==> src/rtl/id_decode_stage.sv <==
// RV32I/RV32E instruction decode stage with a valid/ready-handshaked ID/EX slot register.
// Optional feature macro: ID_LOADUSE_STALL_EN (load-use stall against the held slot).
module id_decode_stage #(
  parameter int XLEN   = 32,
  parameter int REG_AW = 5
) (
  input  logic              i_clk,
  input  logic              i_rst_n,
  input  logic              i_valid,
  output logic              o_ready,
  input  logic [31:0]       i_instr,
  input  logic [XLEN-1:0]   i_pc,
  input  logic              i_flush,
  output logic [REG_AW-1:0] o_rdReg1,
  output logic [REG_AW-1:0] o_rdReg2,
  output logic              o_valid,
  input  logic              i_ready,
  output logic [13:0]       o_ctrlEX,
  output logic [3:0]        o_ctrlMEM,
  output logic [REG_AW+2:0] o_ctrlWB,
  output logic [XLEN-1:0]   o_imm,
  output logic [XLEN-1:0]   o_pc,
  output logic [REG_AW-1:0] o_rs1,
  output logic [REG_AW-1:0] o_rs2,
  output logic              o_illegal
);

  typedef enum logic [6:0] {
    OPC_OP     = 7'b0110011,
    OPC_OP_IMM = 7'b0010011,
    OPC_LOAD   = 7'b0000011,
    OPC_STORE  = 7'b0100011,
    OPC_BRANCH = 7'b1100011,
    OPC_LUI    = 7'b0110111,
    OPC_AUIPC  = 7'b0010111,
    OPC_JAL    = 7'b1101111,
    OPC_JALR   = 7'b1100111
  } opcode_e;

  opcode_e     opcode;
  logic [4:0]  rd_f, rs1_f, rs2_f;
  logic [31:0] imm_i, imm_s, imm_b, imm_u, imm_j;

  assign opcode = opcode_e'(i_instr[6:0]);
  assign rd_f   = i_instr[11:7];
  assign rs1_f  = i_instr[19:15];
  assign rs2_f  = i_instr[24:20];

  assign imm_i = {{20{i_instr[31]}}, i_instr[31:20]};
  assign imm_s = {{20{i_instr[31]}}, i_instr[31:25], i_instr[11:7]};
  assign imm_b = {{19{i_instr[31]}}, i_instr[31], i_instr[7], i_instr[30:25], i_instr[11:8], 1'b0};
  assign imm_u = {i_instr[31:12], 12'b0};
  assign imm_j = {{11{i_instr[31]}}, i_instr[31], i_instr[19:12], i_instr[20], i_instr[30:21], 1'b0};

  logic        legal;
  logic        use_rd, use_rs1, use_rs2;
  logic [1:0]  alu_op;
  logic        alu_src, pc_src_a;
  logic [2:0]  func3;
  logic [6:0]  func7;
  logic        jump, branch, mem_read, mem_write, reg_write;
  logic [1:0]  wb_sel;
  logic [31:0] imm32;

  always_comb begin
    // NOTE: every signal gets a default before the case so no path leaves it unassigned (no latch).
    legal     = 1'b1;
    use_rd    = 1'b0;
    use_rs1   = 1'b0;
    use_rs2   = 1'b0;
    alu_op    = 2'b00;
    alu_src   = 1'b0;
    pc_src_a  = 1'b0;
    func3     = 3'b000;
    func7     = 7'b0;
    jump      = 1'b0;
    branch    = 1'b0;
    mem_read  = 1'b0;
    mem_write = 1'b0;
    reg_write = 1'b0;
    wb_sel    = 2'b00;
    imm32     = 32'b0;
    case (opcode)
      OPC_OP: begin
        use_rd = 1'b1; use_rs1 = 1'b1; use_rs2 = 1'b1;
        alu_op = 2'b10; func3 = i_instr[14:12]; func7 = i_instr[31:25];
        reg_write = 1'b1;
      end
      OPC_OP_IMM: begin
        use_rd = 1'b1; use_rs1 = 1'b1;
        alu_op = 2'b10; alu_src = 1'b1; func3 = i_instr[14:12];
        // Only shifts carry a meaningful func7 (arith/logical select).
        if (i_instr[13:12] == 2'b01) func7 = i_instr[31:25];
        reg_write = 1'b1; imm32 = imm_i;
      end
      OPC_LOAD: begin
        use_rd = 1'b1; use_rs1 = 1'b1;
        alu_src = 1'b1; func3 = i_instr[14:12];
        mem_read = 1'b1; reg_write = 1'b1; wb_sel = 2'b01; imm32 = imm_i;
      end
      OPC_STORE: begin
        use_rs1 = 1'b1; use_rs2 = 1'b1;
        alu_src = 1'b1; func3 = i_instr[14:12];
        mem_write = 1'b1; imm32 = imm_s;
      end
      OPC_BRANCH: begin
        use_rs1 = 1'b1; use_rs2 = 1'b1;
        alu_op = 2'b01; func3 = i_instr[14:12];
        branch = 1'b1; imm32 = imm_b;
      end
      OPC_LUI: begin
        use_rd = 1'b1; alu_src = 1'b1; reg_write = 1'b1; imm32 = imm_u;
      end
      OPC_AUIPC: begin
        use_rd = 1'b1; alu_src = 1'b1; pc_src_a = 1'b1; reg_write = 1'b1; imm32 = imm_u;
      end
      OPC_JAL: begin
        use_rd = 1'b1; jump = 1'b1; pc_src_a = 1'b1; alu_src = 1'b1;
        reg_write = 1'b1; wb_sel = 2'b10; imm32 = imm_j;
      end
      OPC_JALR: begin
        use_rd = 1'b1; use_rs1 = 1'b1; jump = 1'b1; alu_src = 1'b1;
        func3 = i_instr[14:12]; reg_write = 1'b1; wb_sel = 2'b10; imm32 = imm_i;
      end
      default: legal = 1'b0;
    endcase
    // RV32E has only 16 registers; a used index with bit 4 set cannot be encoded.
    if (REG_AW < 5 && ((use_rd && rd_f[4]) || (use_rs1 && rs1_f[4]) || (use_rs2 && rs2_f[4])))
      legal = 1'b0;
    if (!legal) begin
      use_rd = 1'b0; use_rs1 = 1'b0; use_rs2 = 1'b0;
      alu_op = 2'b00; alu_src = 1'b0; pc_src_a = 1'b0; func3 = 3'b000; func7 = 7'b0;
      jump = 1'b0; branch = 1'b0; mem_read = 1'b0; mem_write = 1'b0;
      reg_write = 1'b0; wb_sel = 2'b00; imm32 = 32'b0;
    end
    if (rd_f == 5'd0) reg_write = 1'b0;
  end

  logic [REG_AW-1:0] dec_rd, dec_rs1, dec_rs2;
  logic [XLEN-1:0]   imm_ext;

  assign dec_rd   = use_rd  ? rd_f[REG_AW-1:0]  : '0;
  assign dec_rs1  = use_rs1 ? rs1_f[REG_AW-1:0] : '0;
  assign dec_rs2  = use_rs2 ? rs2_f[REG_AW-1:0] : '0;
  assign imm_ext  = XLEN'($signed(imm32));
  assign o_rdReg1 = dec_rs1;
  assign o_rdReg2 = dec_rs2;

  logic              valid_q;
  logic [13:0]       ctrl_ex_q;
  logic [3:0]        ctrl_mem_q;
  logic [REG_AW+2:0] ctrl_wb_q;
  logic [XLEN-1:0]   imm_q, pc_q;
  logic [REG_AW-1:0] rs1_q, rs2_q;
  logic              illegal_q;
  logic              hazard, accept;

`ifdef ID_LOADUSE_STALL_EN
  logic [REG_AW-1:0] held_rd;
  assign held_rd = ctrl_wb_q[REG_AW-1:0];
  assign hazard  = valid_q && ctrl_mem_q[1] && (held_rd != '0) &&
                   ((use_rs1 && dec_rs1 == held_rd) || (use_rs2 && dec_rs2 == held_rd));
`else
  assign hazard  = 1'b0;
`endif

  assign o_ready = (!valid_q || i_ready) && !hazard;
  assign accept  = i_valid && o_ready && !i_flush;

  // NOTE: sequential state uses non-blocking assignments so every register samples pre-edge values.
  always_ff @(posedge i_clk or negedge i_rst_n) begin
    if (!i_rst_n) begin
      valid_q    <= 1'b0;
      ctrl_ex_q  <= '0;
      ctrl_mem_q <= '0;
      ctrl_wb_q  <= '0;
      imm_q      <= '0;
      pc_q       <= '0;
      rs1_q      <= '0;
      rs2_q      <= '0;
      illegal_q  <= 1'b0;
    end else if (i_flush) begin
      valid_q    <= 1'b0;
    end else if (accept) begin
      valid_q    <= 1'b1;
      ctrl_ex_q  <= {alu_op, alu_src, pc_src_a, func3, func7};
      ctrl_mem_q <= {jump, branch, mem_read, mem_write};
      ctrl_wb_q  <= {reg_write, wb_sel, dec_rd};
      imm_q      <= imm_ext;
      pc_q       <= i_pc;
      rs1_q      <= dec_rs1;
      rs2_q      <= dec_rs2;
      illegal_q  <= !legal;
    end else if (i_ready) begin
      valid_q    <= 1'b0;
    end
  end

  assign o_valid   = valid_q;
  assign o_ctrlEX  = ctrl_ex_q;
  assign o_ctrlMEM = ctrl_mem_q;
  assign o_ctrlWB  = ctrl_wb_q;
  assign o_imm     = imm_q;
  assign o_pc      = pc_q;
  assign o_rs1     = rs1_q;
  assign o_rs2     = rs2_q;
  assign o_illegal = illegal_q;

endmodule
==> config.mk <==
export PLATFORM = sky130hd
export DESIGN_NAME = id_decode_stage
export DESIGN_NICKNAME = d
export VERILOG_FILES = /design/src/rtl/id_decode_stage.sv
export SDC_FILE = /design/constraint.sdc
export NUM_CORES = 1
export LEC_CHECK = 0
export CAP_MARGIN = 15
export CORE_ASPECT_RATIO = 1.25
export CORE_MARGIN = 4
export CORE_UTILIZATION = 46
export DETAILED_ROUTE_END_ITERATION = 10
export GPL_ROUTABILITY_DRIVEN = 0
export GPL_TIMING_DRIVEN = 1
export PLACE_DENSITY = 0.86
export SLEW_MARGIN = 20
export SYNTH_ARGS = -nofsm -noshare
export SYNTH_HDL_FRONTEND = slang
export SYNTH_SLANG_ARGS = --single-unit
==> constraint.sdc <==
create_clock -name i_clk -period 4.4 [get_ports i_clk]
set_input_delay 0.44 -clock i_clk [delete_from_list [all_inputs] [get_ports i_clk]]
set_output_delay 0.44 -clock i_clk [all_outputs]
set_load 0.01 [all_outputs]
# After elaboration in Yosys (flattened, before gate mapping)
# Index checks and enable logic that the tools add are counted.
# Widths: inputs -> output; s select.
# op_classes
eq_ne,10
mux,37
bitwise_logic,1
reduce_logical,19
# ops
cell,count
$pmux 32 s5,1
$mux 32,1
$mux 1,23
$eq 7x6->1 const B,3
$eq 7x7->1 const B,3
$mux 5,3
$eq 7x5->1 const B,2
$mux 7,2
$pmux 7 s2,1
$reduce_or 7->1,2
$reduce_or 9->1,1
$pmux 2 s2,2
$reduce_or 2->1,4
$eq 7x2->1 const B,1
$mux 3,2
$reduce_or 3->1,2
$reduce_or 6->1,1
$logic_not 5->1,1
$mux 2,2
$logic_not 1->1,3
$reduce_bool 3->1,1
$eq 2x1->1 const B,1
$logic_and 1x1->1,2
$reduce_and 2->1,1
2 further kinds,2
# totals
ff_bits,102
input_bits,69
out_inout_bits,113

# Depth between registers and ports, before layout
# logic_depth
word_depth,6
depth_mapped,7
mapped_depth_nobuf,5

# Worst setup path before layout
# No wires, ideal clock.
# synth_timing
path_kind,input -> output
start,input port i_instr[6]
end,output port o_rdReg1[0]
t_arrival_ps,1324
setup_slack_ps,2636
stages,3
n_path_buf,0
cell_sequence,or2_2 -> a211oi_2 -> and2_1
# synth_between
elab_chain_cells,5
elab_cells_between_ends,15
# synth_lines
item,line_no,text
from (decl),11,"input logic [31:0] i_instr,"
"$eq 7x5->1, or another cell as far along",83,case (opcode)
$reduce_or 9->1 (no line) / $reduce_or 6->1 (equally long branches),-,
$mux 1,83,
$mux 1 (*),130,if (!legal) begin
$mux 5 (*),143,assign dec_rs1 = use_rs1 ? rs1_f[REG_AW-1:0] : '0;
to (decl),14,"output logic [REG_AW-1:0] o_rdReg1,"
# Mark *: on every way between the ends. The rest lies on a longest branch, timed or not.

# Final worst setup path
# layout_timing
start,input port i_instr[3]
end,output port o_rdReg2[0]
# layout_between
elab_chain_cells,5
elab_cells_between_ends,15
# layout_lines
item,line_no,text
"$eq 7x5->1, or another cell as far along",83,
$reduce_or 9->1 (no line) / $reduce_or 3->1 (equally long branches),-,
$mux 1,83,
$mux 1 (*),130,
$mux 5 (*),144,assign dec_rs2 = use_rs2 ? rs2_f[REG_AW-1:0] : '0;
to (decl),15,"output logic [REG_AW-1:0] o_rdReg2,"
# Marks and branches as above.

==> flow_summary_export.csv <==
group,metric,value,unit
outcome,status,"finished, final reports clean",
placed_design,dpl.hpwl,9.28,mm
clocking,hold_buffers,0,
worst_setup_path,path_max_fanout,8,
timing,clock-skew-final,0.0137,ns
min_path,hold_class,"primary input to async pin",
clocking,clk_pin_slew_worst_paths,0.10,ns
detailed_routing,drc_errors,0,
detailed_routing,finalWirelength,12.5,mm
timing,drv_slew,0,
clocking,root_buffer,"clkbuf_8",
detailed_routing,vias,3803,
timing,final.setup.tns,0,ns
die,die_x,93.8,µm
clocking,clock_latency,0.37,ns
finish,area_delta_synth_final,48.6,%
placed_design,placed_area,6130,µm²
timing,fin_ws,0.921,ns
synthesis,yosys.cell_types.count,41,
synthesis,ys.flop_type,"dfrtp_1",
finish,fin_util,71.2,%
placed_design,place_ws,0.914,ns
placed_design,portBuffers,181,
worst_setup_path,path_class,"primary input to output pin",
grt,grt_pass1_wl,19.9,mm
detailed_routing,routed_via_density,5.25,
worst_setup_path,required,3.96,ns
die,pin_count,182,
pwr,leakage,2.82,nW
worst_setup_path,cp-end-kind,"output pin",
finish,final_area,6290,µm²
finish,fin_nets,668,
timing,max_freq,0.287,GHz
timing,timing.hold.ws,0.138,ns
die,rows,38,
synthesis,syn-num-nets,495,
clocking,htree_levels,3,
detailed_routing,detail_route.wl_per_cell,17.2,µm
timing,worst_pin_slew,0.969,ns
timing,post-route-period-util,79.1,%
synthesis,synth_warnings,0,
detailed_routing,postRouteAntennaNets,0,
synthesis,synth_edf_count,0,
finish,multi_input_area,1590,µm²
grt,grt_use_total,23.8,%
grt,antenna_found_initial,0,
finish,register_area,2530,µm²
timing,max_slew_margin,35.4,%
die,die-area,10800,µm²
clocking,cts_setup_buffers,0,
synthesis,seq_area_frac_synth,59.7,%
die,die_height,115,µm
clocking,cts_buffers,9,
detailed_routing,dr.pass1.iters,4,
timing,timing.final.crit_period,3.48,ns
pwr,totalPowerFinal,2.02,mW
timing,finalSetupViolCount,0,
synthesis,ys_seq_elements,101,
worst_setup_path,start_kind,"primary input",
worst_setup_path,cp.arrival,3.04,ns
die,coreArea,8840,µm²
run,max_cap_viol_count,0,
timing,hold_viol,0,
synthesis,synthesis.area,4230,µm²
grt,grt_max_degree,76,
timing,rsz0062_at_grt,"false",
synthesis,async_flop_share,100,%
die,start_util,47.9,%
pwr,p_per_area,321,nW/µm²
clocking,cts.path.max_buffers,2,
detailed_routing,drt_iter0_drc,116,
clocking,cts_resized,0,
placed_design,dpl.cell_count,708,
clocking,cts_sinks,101,
finish,stdcell_count,724,
grt,first_global_vias,3963,
grt,grt_overflow,0,
finish,antenna_cells,0,
finish,fillers,676,
synthesis,syn_inst,426,
synthesis,avgSynthCellArea,9.94,µm²
finish,layout_commonest_cell,"clkdlybuf4s50_1",
finish,drive_above_1_share,6.79,%
finish,final_cell_mix,"clkdlybuf4s50_1, nand2_1, dfrtp_1, nor2_1, a22o_1",
clocking,cts_tree,"yes",
pwr,ir_worst_vdd,0.262,mV
-- kinds of logic after synthesis --
logic type / after synthesis / synth area share, %
compound gates: 76 / 12.6
buf+inv: 29 / 3.16
flops: 101 / 59.7
mux: 11 / 2.93
simple gates: 209 / 21.6
-- where the power goes --
group / internal (mW) / switching (mW)
registers: 1.01 / 0.0432
logic: 0.245 / 0.209
clock network: 0.208 / 0.306
-- area by class of cell --
cell class	count	area share, %
clock buffer	11	2.09
clock inverter	5	0.577
inverter	6	0.358
multi-input combinational	296	25.2
sequential	101	40.2
tap	120	2.39
timing repair buffer	185	29.2
-- path summary, 6_finish.rpt --
kind | start | endpoint | slack (ns) | cells after the start
max | i_instr[3] | o_rdReg2[0] | 0.92 | 5
min | i_rst_n | o_imm[15] | 0.14 | 1
max reg2reg | o_valid | o_imm[24] | 2.19 | 5
min reg2reg | o_ctrlEX[12] | o_ctrlEX[12] | 0.48 | 2
max in group asynchronous | i_rst_n | o_imm[14] | 3.23 | 2
min in group i_clk | o_ctrlEX[12] | o_ctrlEX[12] | 0.48 | 2
-- layer usage --
layer  vias up  global-route usage (%)  routed length, µm  part of all wire, %
met5         -                       0                  0                    0
met4         0                    9.54                322                  2.6
met3        27                    7.59               1130                  9.0
met2       174                    38.3               5950                   48
met1      1821                    29.8               5070                   41
li1       1781                       -                  -                    -
-- flip-flops by register name (all words and copies together) (netlist names) --
signal,flops
o_rs1,5
o_illegal,1
o_ctrlWB,7
o_pc,32
o_valid,1
o_ctrlEX,14
o_ctrlMEM,4
o_rs2,5
o_imm,32
-- cells in the mapped netlist (4+ instances only) --
cell / n / share of area (%)
a221oi_1: 4 / 0.83
dfrtp_1: 101 / 60
o21ai_0: 14 / 1.7
mux2_2: 11 / 2.9
nor2b_1: 4 / 0.59
and2_1: 11 / 1.6
buf_1: 6 / 0.53
nand2_1: 135 / 12
a211oi_1: 11 / 2.0
nand3_1: 4 / 0.47
inv_1: 6 / 0.53
a22o_1: 20 / 4.1
a21oi_1: 17 / 2.0
buf_2: 11 / 1.3
nor2_1: 38 / 3.4
-- worst max-delay path: stages --
cell	delay (ns)
clkdlybuf4s50_1	0.57
nand4bb_1	0.48
a211oi_1	0.71
and2_1	0.29
clkdlybuf4s50_1	0.55
No activity file was read; power rests on OpenSTA's default activity.
